**src/rtl/ad_dac_pkg.sv**
```systemverilog
// Shared types and default sizing for the DAC write path.
// No logic; imported by the SPI transmit driver.
// No flow control of its own.
package ad_dac_pkg;

    localparam int DAC_WIDTH_DEF = 16;
    localparam int SCK_HALF_DEF  = 2;

    typedef enum logic [2:0] {
        IDLE,
        CS_SETUP,
        SHIFT_HI,
        SHIFT_LO,
        GAP,
        LDAC
    } state_t;

endpackage

```
**src/rtl/spi_clk_div.sv**
```systemverilog
// Half-period tick generator for the SPI serial clock.
// Tick every SCK_HALF enabled cycles; first tick SCK_HALF cycles after enable rises.
// No backpressure; counter reloads while disabled.
module spi_clk_div #(
    parameter int SCK_HALF = 2
) (
    input  logic clk,
    input  logic sresetn,
    input  logic en,
    output logic tick
);

    localparam int CW = $clog2(SCK_HALF + 1);
    localparam logic [CW-1:0] RELOAD = CW'(SCK_HALF - 1);

    logic [CW-1:0] cnt;

    assign tick = en && (cnt == '0);

    always_ff @(posedge clk) begin
        if (!sresetn || !en || tick) begin
            cnt <= RELOAD;
        end else begin
            cnt <= cnt - CW'(1);
        end
    end

endmodule

```
**src/rtl/ad5541_write.sv**
```systemverilog
// SPI transmit driver for a 16-bit AD5541-class DAC; optional LDAC strobe under AD5541_LDAC_EN.
// Latency: SCK_HALF*(2+2*DAC_WIDTH) cycles accept-to-done, plus SCK_HALF with LDAC.
// Backpressure: ready low for the whole frame; valid while busy is dropped, never queued.
module ad5541_write
    import ad_dac_pkg::*;
#(
    parameter int DAC_WIDTH = DAC_WIDTH_DEF,
    parameter int SCK_HALF  = SCK_HALF_DEF
) (
    input  logic                 clk,
    input  logic                 sresetn,
    input  logic [DAC_WIDTH-1:0] data,
    input  logic                 data_valid,
    output logic                 ready,
    output logic                 done,
    output logic                 cs_n,
    output logic                 sck,
    output logic                 sdi,
    output logic                 ldac_n
);

    localparam int BW = $clog2(DAC_WIDTH + 1);
    localparam logic [BW-1:0] LAST_BIT = BW'(DAC_WIDTH);

    generate
        if (SCK_HALF < 1) begin : g_bad_sck_half
            $error("ad5541_write: SCK_HALF must be >= 1");
        end
        if (DAC_WIDTH < 8 || DAC_WIDTH > 32) begin : g_bad_dac_width
            $error("ad5541_write: DAC_WIDTH must be in 8..32");
        end
    endgenerate

    state_t               state;
    logic [DAC_WIDTH-2:0] shreg;   // bits still to send; current bit lives in sdi
    logic [BW-1:0]        bitcnt;
    logic                 div_en;
    logic                 tick;

    assign div_en = (state != IDLE);

    spi_clk_div #(
        .SCK_HALF (SCK_HALF)
    ) u_clk_div (
        .clk     (clk),
        .sresetn (sresetn),
        .en      (div_en),
        .tick    (tick)
    );

    always_ff @(posedge clk) begin
        if (!sresetn) begin
            state  <= IDLE;
            shreg  <= '0;
            bitcnt <= '0;
            cs_n   <= 1'b1;
            sck    <= 1'b0;
            sdi    <= 1'b0;
            ldac_n <= 1'b1;
            ready  <= 1'b1;
            done   <= 1'b0;
        end else begin
            done <= 1'b0;
            case (state)
                IDLE: begin
                    if (data_valid && ready) begin
                        shreg  <= data[DAC_WIDTH-2:0];
                        sdi    <= data[DAC_WIDTH-1];
                        bitcnt <= '0;
                        cs_n   <= 1'b0;
                        ready  <= 1'b0;
                        state  <= CS_SETUP;
                    end
                end
                CS_SETUP: begin
                    if (tick) begin
                        sck   <= 1'b1;
                        state <= SHIFT_HI;
                    end
                end
                SHIFT_HI: begin
                    // sdi moves on the falling sck edge so it is stable while sck is high
                    if (tick) begin
                        sck    <= 1'b0;
                        sdi    <= shreg[DAC_WIDTH-2];
                        shreg  <= {shreg[DAC_WIDTH-3:0], 1'b0};
                        bitcnt <= bitcnt + BW'(1);
                        state  <= SHIFT_LO;
                    end
                end
                SHIFT_LO: begin
                    if (tick) begin
                        if (bitcnt == LAST_BIT) begin
                            cs_n  <= 1'b1;
                            sdi   <= 1'b0;
                            state <= GAP;
                        end else begin
                            sck   <= 1'b1;
                            state <= SHIFT_HI;
                        end
                    end
                end
                GAP: begin
                    if (tick) begin
`ifdef AD5541_LDAC_EN
                        ldac_n <= 1'b0;
                        state  <= LDAC;
`else
                        ready  <= 1'b1;
                        done   <= 1'b1;
                        state  <= IDLE;
`endif
                    end
                end
`ifdef AD5541_LDAC_EN
                LDAC: begin
                    if (tick) begin
                        ldac_n <= 1'b1;
                        ready  <= 1'b1;
                        done   <= 1'b1;
                        state  <= IDLE;
                    end
                end
`endif
                default: begin
                    state <= IDLE;
                end
            endcase
        end
    end

endmodule

```
**config.mk**
```make
export PLATFORM = sky130hd
export DESIGN_NAME = ad5541_write
export DESIGN_NICKNAME = d
export VERILOG_FILES = /design/src/rtl/ad_dac_pkg.sv /design/src/rtl/spi_clk_div.sv /design/src/rtl/ad5541_write.sv
export SDC_FILE = /design/constraint.sdc
export NUM_CORES = 1
export LEC_CHECK = 0
export BUFFER_PORTS_ARGS = -buffer_cell sky130_fd_sc_hd__clkbuf_2
export CAP_MARGIN = 20
export CELL_PAD_IN_SITES_DETAIL_PLACEMENT = 2
export CELL_PAD_IN_SITES_GLOBAL_PLACEMENT = 2
export CORE_MARGIN = 5
export CORE_UTILIZATION = 31
export DETAILED_ROUTE_END_ITERATION = 8
export PLACE_DENSITY_LB_ADDON = 0.1
export SYNTH_ARGS = -nofsm -noshare
export SYNTH_HDL_FRONTEND = slang
export SYNTH_SLANG_ARGS = --single-unit
```
**constraint.sdc**
```tcl
create_clock -name clk -period 1.35 [get_ports clk]
set_input_delay 0.0675 -clock clk [delete_from_list [all_inputs] [get_ports clk]]
set_output_delay 0.0675 -clock clk [all_outputs]
set_load 0.005 [all_outputs]
```
==> impl_metrics.env <==
export IMPL_r2r_cells=6
export IMPL_synthCells=165
export IMPL_synth_distinct_cells=38
export IMPL_slowest_delay_ps=370
export IMPL_io_pins=25
export IMPL_crit_chain="nand3b_1, a21oi_4, buf_6, buf_4, mux2_2, nor2_1"
export IMPL_die_area_sq_um=6540
export IMPL_path_class="flop to flop"
export IMPL_p_clk_frac=0.326
export IMPL_grt_max_degree=16
export IMPL_place_hpwl_mm=3.36
export IMPL_area_growth_pct=44.0
export IMPL_worst_slack_ps=-34.1
export IMPL_critical_path_top_delay_family="flip-flops"
export IMPL_ctsLongestPathBuffers=2
export IMPL_tns_ps=-248
export IMPL_finalHoldViolations=0
export IMPL_fmax_mhz=723
export IMPL_yosys_area_share_simple=0.170
export IMPL_grtUsageTotal=0.168
export IMPL_nNetsFinal=237
export IMPL_initial_core_util=0.325
export IMPL_wirelength_mm=4.81
export IMPL_syn_area_per_cell_sq_um=9.44
export IMPL_ys_seq_area_frac=0.386
export IMPL_synth_async_reset_ratio=0
export IMPL_h_tree_depth=2
export IMPL_grt_pass1_wl_mm=8.29
export IMPL_grt_pass1_vias=1580
export IMPL_cts_tree="done"
export IMPL_p_sw_frac=0.293
export IMPL_synth_adder_area_share=0.0241
export IMPL_skew_ps=3.46
export IMPL_gp_congestion=0.767
export IMPL_yosys_warnings=0
export IMPL_ant_nets=0
export IMPL_synth_compound_area_frac=0.209
export IMPL_power_frac_comb=0.246
export IMPL_violations="negative setup slack"
export IMPL_p_per_area_nw_per_um2=1050
export IMPL_io_buffers=23
export IMPL_worst_hold_path_type="primary input to flop"
export IMPL_crit_fanout=6
export IMPL_gr_total_overflow=0
export IMPL_rsz0062_at_grt="yes"
export IMPL_clockRootBuffer="clkbuf_8"
export IMPL_outcome="finished with violations"
export IMPL_crit_arrival_ps=1560
export IMPL_routedWlPerCell_microns=17.0
export IMPL_maxCapViolations=0
export IMPL_die_x_microns=80.9
export IMPL_crit_path_end_kind="flop"
export IMPL_row_count=25
export IMPL_ys_ff_latch=30
export IMPL_drt_iter0_markers=54
export IMPL_setup_violations=12
export IMPL_fillers=498
export IMPL_synth_top_family_by_area="compound AO/OA/AOI/OAI gates"
export IMPL_drc=0
export IMPL_p_switching_uw=686
export IMPL_path_clk_slew_ps=70
export IMPL_antenna_found_initial=0
export IMPL_core_area_sq_um=4790
export IMPL_synth_xor_area_frac=0.0169
export IMPL_p_leak_uw=0.000867
export IMPL_critPathLaunchType="flop"
export IMPL_critPathSlowestCell="dfxtp_4"
export IMPL_crit_buf_inv=2
export IMPL_cts_buffers=5
export IMPL_cts_hold_buf=0
export IMPL_clock_latency_ps=280
export IMPL_cell_internal_pwr_uw=1660
export IMPL_fin_crit_sh=1.03
export IMPL_slew_viol_final=0
export IMPL_synth_edf_count=0
export IMPL_min_path_cells=2
export IMPL_vdd_drop_max_mv=0.555
export IMPL_syn_area_sq_um=1560
export IMPL_multiInputGateArea_sq_um=978
export IMPL_num_vias=1385
export IMPL_drive_gt1_frac=0.528
export IMPL_dr_pass1_iters=3
export IMPL_synthMuxAreaShare=0.104
export IMPL_synthFlopType="dfxtp_1"
export IMPL_final_core_util=0.469
export IMPL_synthesis_nets=187
export IMPL_regArea_sq_um=613
export IMPL_cts_sinks=30
export IMPL_period_needed_ps=1380
export IMPL_fin_hold_ws_ps=114
export IMPL_num_antenna_cells=0
export IMPL_required_ps=1520
export IMPL_chipHeight_microns=80.9
export IMPL_vias_per_cell=4.89
export IMPL_critical_path_cell_count=6
export IMPL_seqPwrFrac=0.428
-- power groups by stage --
stage                     clock network, uW  registers (uW)  logic (uW)
final                                   764            1000         577
after global routing                    832            1010         629
after CTS                               791             997         556
after detailed placement                  0            1010         440
after global placement                    0            1010         418
after floorplan                           0            1000         285
-- worst register-to-register path, delay by kind of cell, from the launching register on --
kind            cells  cell delay, ps
mux                 1             140
simple gates        2             270
compound gates      1             240
buf+inv             2             250
flops               1             370
-- Yosys cell counts, types with 3 or more instances --
library cell	count	area, sq um
nand2_1	11	41.3
xnor2_1	3	26.3
dfxtp_1	30	601
a21oi_1	7	35.0
o21ai_0	3	15.0
mux2i_1	15	150
nand3_1	7	35.0
inv_1	9	33.8
a211oi_1	3	22.5
ha_1	3	37.5
nor3_1	3	15.0
buf_6	3	33.8
buf_4	5	37.5
nor2_1	21	78.8
a211oi_2	14	175
-- final timing paths --
path	startpoint	to	slack, ps
setup reg to reg	state[1]	bitcnt[0]	-30
hold reg to reg	cs_n	cs_n	450
setup / recovery	state[1]	bitcnt[0]	-30
hold / removal	sresetn	ready	110
-- final cells by class --
| class | instances | share of cell area |
|---|---|---|
| clock inverters | 1 | 0.00223 |
| flip-flops and latches | 30 | 0.273 |
| multi-input cells | 113 | 0.436 |
| inverters | 9 | 0.0151 |
| repair buffers | 56 | 0.197 |
| clock buffers | 7 | 0.0385 |
| well taps | 67 | 0.0374 |
-- flip-flops by register name (all words and copies together), names as in the netlist --
register,cells
done,1
ready,1
shreg,15
bitcnt,5
sck,1
cs_n,1
state,3
sdi,1
u_clk_div.cnt,2
-- layer usage --
metal / global-route usage / vias up / wire (microns)
li1: - / 673 / -
met1: 0.187 / 681 / 1960
met2: 0.317 / 25 / 2640
met3: 0.0388 / 6 / 167
met4: 0.0405 / 0 / 45
met5: 0 / - / 0
-- per-stage QoR --
step | total power [uW] | area, sq um | setup WS, ps | cells
after CTS | 2340 | 2170 | -28.0 | 283
after floorplan | 1290 | 1560 | 22.4 | 165
final | 2350 | 2240 | -34.1 | 283
after global placement | 1430 | 1870 | -84.5 | 266
after global routing | 2470 | 2240 | -99.3 | 283
after detailed placement | 1450 | 1870 | -144 | 266
-- layout by cell type, fill, tap and decap left out, types with 2 or more instances in the layout --
| cell | count |
|---|---|
| nor2b_4 | 2 |
| inv_1 | 6 |
| o21ai_0 | 2 |
| mux2i_2 | 5 |
| clkbuf_2 | 23 |
| a21oi_1 | 6 |
| nand3_1 | 7 |
| nor3_1 | 2 |
| clkbuf_8 | 6 |
| xnor2_1 | 3 |
| inv_2 | 3 |
| dfxtp_4 | 2 |
| a211oi_2 | 17 |
| ha_1 | 2 |
| nor2_4 | 2 |
| buf_12 | 4 |
| dfxtp_1 | 24 |
| dfxtp_2 | 4 |
| nor2_1 | 18 |
| mux2i_1 | 10 |
| nand2_1 | 10 |
| buf_4 | 21 |
| buf_6 | 8 |
-- repair_timing --
action / in CTS / in global routing
cloned: 2 / 0
pin swaps: 8 / 16
resized for setup: 30 / 28
hold endpoints to repair: 0 / 0
setup buffers: 7 / 2
endpoints found under the setup margin: 25 / 26
-- kinds of logic (layout without fill, tap and decap cells) --
group / count (synthesis) / count (layout)
compound gates: 36 / 36
xor+xnor: 3 / 3
fa+ha+maj: 3 / 3
buf+inv: 22 / 73
flops: 30 / 30
mux: 16 / 16
other cells: 1 / 1
simple gates: 54 / 54
(Power assumes the default switching activity.)
